### src/rtl/shreg_pkg.sv
// Shared encodings for the universal shift register: IDLE-cycle operations, burst FSM states, burst direction.
package shreg_pkg;

  typedef enum logic [1:0] {
    MODE_HOLD = 2'b00,
    MODE_SHL  = 2'b01,
    MODE_SHR  = 2'b10,
    MODE_LOAD = 2'b11
  } mode_e;

  typedef enum logic [1:0] {
    ST_IDLE  = 2'b00,
    ST_SHIFT = 2'b01,
    ST_DONE  = 2'b10
  } state_e;

  localparam logic DIR_LEFT  = 1'b0;
  localparam logic DIR_RIGHT = 1'b1;

endpackage

### src/rtl/shift_reg_univ_if.sv
// Control and data bundle of the universal shift register; master drives the controls, slave is the register.
// The rot input exists only when SHREG_ROTATE_EN is defined.
interface shift_reg_univ_if #(
  parameter int WIDTH = 8,
  parameter int CNT_W = 4
);
  logic             clr;
  logic [1:0]       mode;
  logic [WIDTH-1:0] data;
  logic             sin_l;
  logic             sin_r;
  logic             start;
  logic             dir;
  logic [CNT_W-1:0] count;
`ifdef SHREG_ROTATE_EN
  logic             rot;
`endif
  logic [WIDTH-1:0] q;
  logic [WIDTH-1:0] qbar;
  logic             sout_l;
  logic             sout_r;
  logic             busy;
  logic             done;

`ifdef SHREG_ROTATE_EN
  modport master (output clr, mode, data, sin_l, sin_r, start, dir, count, rot,
                  input  q, qbar, sout_l, sout_r, busy, done);
  modport slave  (input  clr, mode, data, sin_l, sin_r, start, dir, count, rot,
                  output q, qbar, sout_l, sout_r, busy, done);
`else
  modport master (output clr, mode, data, sin_l, sin_r, start, dir, count,
                  input  q, qbar, sout_l, sout_r, busy, done);
  modport slave  (input  clr, mode, data, sin_l, sin_r, start, dir, count,
                  output q, qbar, sout_l, sout_r, busy, done);
`endif

endinterface

### src/rtl/shreg_burst_ctl.sv
// Burst sequencer: IDLE/SHIFT/DONE FSM with a down-counter; one shift enable per SHIFT cycle.
// Outputs are state decodes (no added latency); clr aborts to IDLE without a done pulse.
module shreg_burst_ctl
  import shreg_pkg::*;
#(
  parameter int CNT_W = 4
) (
  input  logic             clk,
  input  logic             reset_n,
  input  logic             clr,
  input  logic             start,
  input  logic             dir,
  input  logic [CNT_W-1:0] count,
  output logic             shift_en,
  output logic             shift_dir,
  output logic             idle,
  output logic             busy,
  output logic             done
);

  state_e           state_q, state_d;
  logic [CNT_W-1:0] rem_q, rem_d;
  logic             dir_q, dir_d;

  always_ff @(posedge clk or negedge reset_n) begin
    if (!reset_n) begin
      state_q <= ST_IDLE;
      rem_q   <= '0;
      dir_q   <= DIR_LEFT;
    end else begin
      state_q <= state_d;
      rem_q   <= rem_d;
      dir_q   <= dir_d;
    end
  end

  always_comb begin
    state_d  = state_q;
    rem_d    = rem_q;
    dir_d    = dir_q;
    shift_en = 1'b0;
    idle     = 1'b0;
    busy     = 1'b0;
    done     = 1'b0;
    case (state_q)
      ST_IDLE: begin
        idle = 1'b1;
        if (start) begin
          if (count != '0) begin
            rem_d   = count;
            dir_d   = dir;
            state_d = ST_SHIFT;
          end else begin
            state_d = ST_DONE;
          end
        end
      end
      ST_SHIFT: begin
        busy     = 1'b1;
        shift_en = 1'b1;
        rem_d    = rem_q - CNT_W'(1);
        // Leave on the cycle doing the last shift, so count=N yields N busy cycles.
        if (rem_q == CNT_W'(1)) state_d = ST_DONE;
      end
      ST_DONE: begin
        done    = 1'b1;
        state_d = ST_IDLE;
      end
      default: state_d = ST_IDLE;
    endcase
    if (clr) begin
      state_d  = ST_IDLE;
      rem_d    = '0;
      shift_en = 1'b0;
    end
  end

  assign shift_dir = dir_q;

endmodule

### src/rtl/shift_reg_univ.sv
// Universal shift register: hold/shift/load per IDLE cycle plus counted bursts; q updates one edge after inputs.
// No backpressure: controls other than clr are ignored outside IDLE. SHREG_ROTATE_EN adds the rot input.
module shift_reg_univ
  import shreg_pkg::*;
#(
  parameter int WIDTH = 8,
  parameter int CNT_W = 4
) (
  input  logic             clk,
  input  logic             reset_n,
  shift_reg_univ_if.slave  bus
);

  logic [WIDTH-1:0] q_q, q_d;
  logic [WIDTH-1:0] shl, shr;
  logic             rot, fill_l, fill_r;
  logic             shift_en, shift_dir, idle;

`ifdef SHREG_ROTATE_EN
  assign rot = bus.rot;
`else
  assign rot = 1'b0;
`endif

  // Rotation recirculates the bit falling off the opposite end.
  assign fill_l = rot ? q_q[WIDTH-1] : bus.sin_l;
  assign fill_r = rot ? q_q[0]       : bus.sin_r;
  assign shl    = {q_q[WIDTH-2:0], fill_l};
  assign shr    = {fill_r, q_q[WIDTH-1:1]};

  shreg_burst_ctl #(.CNT_W(CNT_W)) u_ctl (
    .clk      (clk),
    .reset_n  (reset_n),
    .clr      (bus.clr),
    .start    (bus.start),
    .dir      (bus.dir),
    .count    (bus.count),
    .shift_en (shift_en),
    .shift_dir(shift_dir),
    .idle     (idle),
    .busy     (bus.busy),
    .done     (bus.done)
  );

  always_comb begin
    q_d = q_q;
    if (bus.clr) begin
      q_d = '0;
    end else if (shift_en) begin
      q_d = (shift_dir == DIR_RIGHT) ? shr : shl;
    end else if (idle && !bus.start) begin
      case (mode_e'(bus.mode))
        MODE_SHL:  q_d = shl;
        MODE_SHR:  q_d = shr;
        MODE_LOAD: q_d = bus.data;
        default:   q_d = q_q;
      endcase
    end
  end

  always_ff @(posedge clk or negedge reset_n) begin
    if (!reset_n) q_q <= '0;
    else          q_q <= q_d;
  end

  assign bus.q      = q_q;
  assign bus.qbar   = ~q_q;
  assign bus.sout_l = q_q[WIDTH-1];
  assign bus.sout_r = q_q[0];

endmodule

### src/flat_wrapper.sv
// flat-port wrapper written by rule: the top's interface ports become plain ports
module shift_reg_univ_flat import shreg_pkg::*;
#(
  parameter int WIDTH = 8,
  parameter int CNT_W = 4
)
  (clk, reset_n, bus_clr, bus_mode, bus_data, bus_sin_l, bus_sin_r, bus_start, bus_dir, bus_count, bus_q, bus_qbar, bus_sout_l, bus_sout_r, bus_busy, bus_done);
  shift_reg_univ_if #(.WIDTH(WIDTH), .CNT_W(CNT_W)) bus_i ();
  input  logic clk;
  input  logic reset_n;
  input wire logic [$bits(bus_i.clr)-1:0] bus_clr;
  input wire logic [$bits(bus_i.mode)-1:0] bus_mode;
  input wire logic [$bits(bus_i.data)-1:0] bus_data;
  input wire logic [$bits(bus_i.sin_l)-1:0] bus_sin_l;
  input wire logic [$bits(bus_i.sin_r)-1:0] bus_sin_r;
  input wire logic [$bits(bus_i.start)-1:0] bus_start;
  input wire logic [$bits(bus_i.dir)-1:0] bus_dir;
  input wire logic [$bits(bus_i.count)-1:0] bus_count;
  output wire logic [$bits(bus_i.q)-1:0] bus_q;
  output wire logic [$bits(bus_i.qbar)-1:0] bus_qbar;
  output wire logic [$bits(bus_i.sout_l)-1:0] bus_sout_l;
  output wire logic [$bits(bus_i.sout_r)-1:0] bus_sout_r;
  output wire logic [$bits(bus_i.busy)-1:0] bus_busy;
  output wire logic [$bits(bus_i.done)-1:0] bus_done;
  assign bus_i.clr = bus_clr;
  assign bus_i.mode = bus_mode;
  assign bus_i.data = bus_data;
  assign bus_i.sin_l = bus_sin_l;
  assign bus_i.sin_r = bus_sin_r;
  assign bus_i.start = bus_start;
  assign bus_i.dir = bus_dir;
  assign bus_i.count = bus_count;
  assign bus_q = bus_i.q;
  assign bus_qbar = bus_i.qbar;
  assign bus_sout_l = bus_i.sout_l;
  assign bus_sout_r = bus_i.sout_r;
  assign bus_busy = bus_i.busy;
  assign bus_done = bus_i.done;
  shift_reg_univ #(.WIDTH(WIDTH), .CNT_W(CNT_W)) u_core (.clk(clk), .reset_n(reset_n), .bus(bus_i));
endmodule
### config.mk
export PLATFORM = sky130hd
export DESIGN_NAME = shift_reg_univ_flat
export DESIGN_NICKNAME = d
export VERILOG_FILES = /design/src/rtl/shreg_pkg.sv /design/src/rtl/shift_reg_univ_if.sv /design/src/rtl/shreg_burst_ctl.sv /design/src/rtl/shift_reg_univ.sv /design/src/flat_wrapper.sv
export SDC_FILE = /design/constraint.sdc
export NUM_CORES = 1
export LEC_CHECK = 0
export CELL_PAD_IN_SITES_DETAIL_PLACEMENT = 1
export CELL_PAD_IN_SITES_GLOBAL_PLACEMENT = 2
export CORE_MARGIN = 3
export CORE_UTILIZATION = 28
export CTS_CLUSTER_DIAMETER = 30
export DETAILED_ROUTE_END_ITERATION = 10
export PLACE_DENSITY_LB_ADDON = 0.1
export REMOVE_ABC_BUFFERS = 1
export SKIP_LAST_GASP = 1
export SYNTH_ARGS = -nofsm -noshare
export SYNTH_HDL_FRONTEND = slang
export SYNTH_HIERARCHICAL = 1
export SYNTH_SLANG_ARGS = --single-unit
### constraint.sdc
create_clock -name clk -period 4.05 [get_ports clk]
set_input_delay 0.405 -clock clk [delete_from_list [all_inputs] [get_ports clk]]
set_output_delay 0.405 -clock clk [all_outputs]
set_load 0.1 [all_outputs]
==> results of run 1 <==
==> cell usage in the layout, fill, tap and decap left out, types with 2 or more instances in the layout <==
cell type         n
a21oi_1           3
a31oi_1           3
clkbuf_8          3
clkdlybuf4s50_1  40
dfrtp_1          15
ha_1              2
inv_1            14
mux2_2           16
mux2i_1           8
nand2_1           9
nand2b_1          3
nor2_1            4
nor2b_1           3
nor3_1            3
nor4bb_1          2
o221ai_1          7
==> stage by stage <==
step	hold WS, ns	area [sq um]	util [%]
after floorplan	0.1094	1107	-
after global placement	0.5859	1568	40.68
after detailed placement	0.5958	1568	40.68
after CTS	0.6082	1614	41.88
after global routing	0.6374	1614	41.88
final	0.5850	1614	41.88
==> final cells by class <==
cell class	instances	area, sq um	area share (%)
tap	48	60.06	3.721
timing repair buffer	40	400.4	24.81
clock buffer	3	41.29	2.558
multi-input combinational	83	679.4	42.09
inverter	14	52.55	3.256
sequential	15	375.4	23.26
clock inverter	1	5.005	0.3101
==> registers in the layout (all words and copies together), names as in the netlist <==
signal / flops
u_core/bus.q: 8
u_core/u_ctl/rem_q: 4
u_core/u_ctl/state_q: 2
u_core/u_ctl/shift_dir: 1
==> layer usage <==
layer / GRT usage, % / vias up / share of wire, %
li1: - / 513 / -
met2: 21.31 / 32 / 45
met1: 19.30 / 516 / 50
met3: 4.403 / 2 / 4.9
met4: 3.132 / 0 / 0.71
met5: 0 / - / 0
==> final timing paths <==
check	to	cells after the start	from	slack, ns
setup / recovery	bus_busy	3	u_core/u_ctl/state_q[1]	1.39
hold reg to reg	u_core/u_ctl/state_q[0]	2	u_core/u_ctl/rem_q[3]	0.59
min in group clk	u_core/u_ctl/state_q[0]	2	u_core/u_ctl/rem_q[3]	0.59
setup reg to reg	u_core/bus.q[0]	5	u_core/u_ctl/state_q[1]	2.21
hold / removal	u_core/u_ctl/rem_q[1]	1	reset_n	0.59
max in group asynchronous	u_core/u_ctl/shift_dir	1	reset_n	2.99
==> power by group through the flow <==
stage	Combinational [mW]	Sequential, mW	Clock [mW]
final	0.199	0.183	0.126
after global routing	0.212	0.186	0.138
after CTS	0.201	0.184	0.130
after detailed placement	0.200	0.186	0
after global placement	0.200	0.186	0
after floorplan	0.0984	0.216	0
==> critical path, delay by kind of cell (launching register included) <==
kind	cells	cell delay, ns
buffers and inverters	2	1.23
AND/OR/NAND/NOR	1	0.27
flip-flops	1	0.50
==> cells by family (layout without fill, tap and decap cells) <==
group | after synthesis | count (layout)
compound gates | 26 | 26
buf+inv | 23 | 58
flops | 15 | 15
simple gates | 30 | 30
fa+ha+maj | 2 | 2
mux | 25 | 25
==> results.yml, run 1 <==
drt:
  drtIter0Drc: 31
  vias: 1063
  routed_wl_mm: 3.375
  dr.pass1.iters: 4
  ant_nets: 0
  drc: 0
  viasPerCell: 5.211
  detail_route.wl_per_cell_um: 16.54
synth:
  async_reset_ff_share_pct: 100.0
  synth_seq_cells: 15
  yosys.cell_count.top_type: "mux2_2"
  synth_fa_ha_area_share_pct: 2.137
  synth_xor_xnor_area_share_pct: 0
  netlist.area_leader.share_pct: 32.05
  synth_top_flop_cell: "dfrtp_1"
  synthTopCellsByCount: "16 x mux2_2, 15 x dfrtp_1, 14 x inv_1"
  postSynthAreaPerCell_sq_um: 9.679
  yosys.area.top_type: "dfrtp_1"
  synth_cell_types: 38
  yosys_warnings: 6
  synth.area.mux_share_pct: 23.18
  synth.area.top_cells: "dfrtp_1 32%, mux2_2 15%, mux2i_1 6.8%"
  synth_edf_count: 0
  synth_top_family_by_area: "multiplexers"
  synthCells: 121
  seq_area_frac_synth_pct: 32.05
  synth_area_sq_um: 1171
  synth_compound_area_share_pct: 18.06
  synth_simple_gate_area_share_pct: 14.64
clock_tree:
  hold_buffers: 0
  ctsResizeCount: 0
  cts_root_buf: "clkbuf_8"
  postCtsSetupBuffers: 0
  h-tree-depth: 1
  cts_buffers: 3
  cts_buffer_depth: 2
  path_clk_slew_ns: 0.07
  cts_tree: "yes"
  cts_sinks: 15
  clkLatencyLatePin_ns: 0.25
timing:
  rsz0062_at_grt: "false"
  clock_skew_ns: 0.007584
  post-route-period-util_pct: 65.67
  maxSlewViolCount: 0
  worstMarginPinSlew_ns: 0.9849
  slew_headroom_pct: 34.14
  fmax_ghz: 0.3760
  hold_viol: 0
  setup_tns_ns: 0
  period_needed_ns: 2.660
  setup_ws_ns: 1.390
  finalSetupViolCount: 0
run_status:
  status: "finished, final reports clean"
setup_path:
  worstPathArrival_ns: 2.25
  slowest_stage: "clkdlybuf4s50_1"
  critPathRequiredTime_ns: 3.64
  cp-end-kind: "primary output"
  critPathKind: "flip-flop to primary output"
  cp_cell_sequence: "nand2b_1 > inv_1 > clkdlybuf4s50_1"
  cp_max_fo: 13
  start_kind: "flip-flop"
  slowest_delay_ns: 1.13
run:
  max_cap_viol_count: 0
floorplanning:
  dieArea_sq_um: 4994
  num_rows: 22
  die_width_um: 70.67
  core_area_sq_um: 3854
  die_y_um: 70.67
  pin_count: 41
  start_util_pct: 30.39
place:
  place_inst: 200
  gp_congestion: 0.7525
  dpl.hpwl_mm: 2.503
  post-place-ws_ns: 1.665
  io_buffer_count: 40
final_layout:
  area_growth_pct: 37.82
  layout-drive-gt1-share_pct: 16.03
  layoutNonFillerInstCount: 204
  nFillCells: 446
  diodes: 0
  nets: 180
pwr:
  p_int_mw: 0.3029
  p_seq_share_pct: 36.1
  p_sw_mw: 0.2060
  power_mw: 0.5089
  powerDensity_nw_per_um2: 315.3
  p_leak_nw: 0.6555
  power_frac_comb_pct: 39.2
  pwr-share-clk_pct: 24.8
  peakVddDrop_mv: 0.2868
  swShare_pct: 40.49
global_route:
  track_usage_pct: 13.94
  antenna_found_initial: 0
  grt_pass1_vias: 1149
  grt_overflow: 0
  grt_pass1_wl_mm: 5.713
  grt_max_degree: 16
min_path:
  hp-class: "input pin to asynchronous set/reset pin"
Power figures use the tool's default switching activity.
==> run 2: changes to the inputs <==
- CORE_UTILIZATION: 28 -> 24
- clock period: 4.05 -> 2.2 ns (I/O delays scaled with it)
==> run 2 against run 1 <==
Compared with the run above:
- combinational power up 93%
- sequential power is 83% higher
- core utilization decreased by 5.3 points
- first-iteration DRC count is 100% higher
- largest cell class unchanged
- clock skew down 0.0056 ns
- clock power increased by 79%
==> results.yml, run 2 (synthesis results as in run 1) <==
place:
  gp_congestion: 0.7567
  io_buffer_count: 40
  place_inst: 225
  dpl.hpwl_mm: 2.842
floorplanning:
  die_y_um: 75.86
  core_area_sq_um: 4534
  die_width_um: 75.86
  num_rows: 24
  dieArea_sq_um: 5754
  pin_count: 41
  start_util_pct: 25.83
timing:
  post-route-period-util_pct: 75.00
  maxSlewViolCount: 0
  fmax_ghz: 0.6061
  slew_headroom_pct: 52.19
  hold_ws_ns: 0.3986
  period_needed_ns: 1.650
  finalSetupViolCount: 0
  hold_viol: 0
  worstMarginPinSlew_ns: 0.7149
  rsz0062_at_grt: "false"
  clock_skew_ns: 0.001967
global_route:
  antenna_found_initial: 0
  track_usage_pct: 13.56
  grt_pass1_wl_mm: 5.809
  grt_overflow: 0
  grt_max_degree: 16
  grt_pass1_vias: 1140
clock_tree:
  cts_buffers: 3
  ctsResizeCount: 0
  clkLatencyLatePin_ns: 0.25
  cts_tree: "yes"
  cts_root_buf: "clkbuf_8"
  cts_sinks: 15
  cts_buffer_depth: 2
  postCtsSetupBuffers: 0
  hold_buffers: 0
  h-tree-depth: 1
  path_clk_slew_ns: 0.06
final_layout:
  nets: 188
  area_growth_pct: 41.56
  layout_common_cells: "27 x buf_4, 20 x clkdlybuf4s50_1, 16 x mux2_2, 15 x dfrtp_1, 14 x inv_1"
  final_common_cell: "buf_4"
  layoutNonFillerInstCount: 229
  largest_reg_flops: 8
  diodes: 0
  nFillCells: 526
  layout-drive-gt1-share_pct: 32.32
drt:
  ant_nets: 0
  vias: 1113
  drc: 0
  routed_wl_mm: 3.619
  drtIter0Drc: 62
  dr.pass1.iters: 4
  viasPerCell: 4.860
  detail_route.wl_per_cell_um: 15.80
run:
  max_cap_viol_count: 0
setup_path:
  worstPathArrival_ns: 1.81
  critPathRequiredTime_ns: 2.36
  cp_max_fo: 8
  start_kind: "flip-flop"
  critPathKind: "flip-flop to flip-flop"
  cp-end-kind: "flip-flop"
pwr:
  p_leak_nw: 0.7204
  peakVddDrop_mv: 0.3329
  powerDensity_nw_per_um2: 569.6
run_status:
  status: "finished, final reports clean"
min_path:
  hp-class: "input pin to asynchronous set/reset pin"
==> run 2: changes by cell type in the layout (fill, tap and decap cells not counted), sizes merged <==
cell / previous run / this run
clkdlybuf4s50: 40 / 20
buf: 0 / 28
==> run 2: layout make-up <==
class                   count  area (sq um)  share of cell area (%)
flip-flops and latches     15         375.4                   22.64
inverters                  14         52.55                   3.170
well taps                  65         81.33                   4.906
multi-input cells          83         679.4                   40.98
repair buffers             48         422.9                   25.51
clock buffers               3         41.29                   2.491
clock inverters             1         5.005                  0.3019
==> run 2: where the power goes <==
part	total (mW)	switching, mW	internal [mW]
clock network	0.226	0.100	0.125
logic	0.384	0.240	0.144
registers	0.335	0.0382	0.297
total	0.944	0.379	0.565
==> run 2: through the flow <==
step	setup TNS [ns]	total power, mW	utilization (%)	cell area (sq um)	setup WS, ns
finish	0	0.9443	36.56	1658	0.5500
global route	0	1.000	36.56	1658	0.4733
CTS	0	0.9599	36.56	1658	0.5552
detailed placement	0	0.7267	35.54	1612	0.4071
global placement	0	0.7217	35.54	1612	0.4298
floorplan	-2.470	0.5795	-	1107	-0.7520
==> run 2: path summary, 6_finish.rpt <==
| kind | cells after the start | end | slack, ns | start |
|---|---|---|---|---|
| min | 1 | u_core/u_ctl/rem_q[0] | 0.40 | reset_n |
| max reg2reg | 4 | u_core/bus.q[3] | 0.55 | u_core/u_ctl/state_q[0] |
| max | 4 | u_core/bus.q[3] | 0.55 | u_core/u_ctl/state_q[0] |
| max in group asynchronous | 1 | u_core/u_ctl/state_q[0] | 1.35 | reset_n |
| min reg2reg | 2 | u_core/u_ctl/rem_q[1] | 0.62 | u_core/u_ctl/rem_q[1] |
| min in group clk | 2 | u_core/u_ctl/shift_dir | 0.58 | bus_dir |
==> run 2: critical path: stages (launching register included) <==
cell and delay, ns:
dfrtp_1 0.43, nand2b_1 0.23, nor2_1 0.10, or4_4 0.61, o221ai_1 0.20
==> run 2: metal layers <==
layer  GRT usage [%]  vias up  wire length (um)
met5               0        -                 0
met4           1.748        0                13
met3           3.694        2               169
met2           21.48       23              1689
met1           18.91      556              1746
li1                -      532                 -
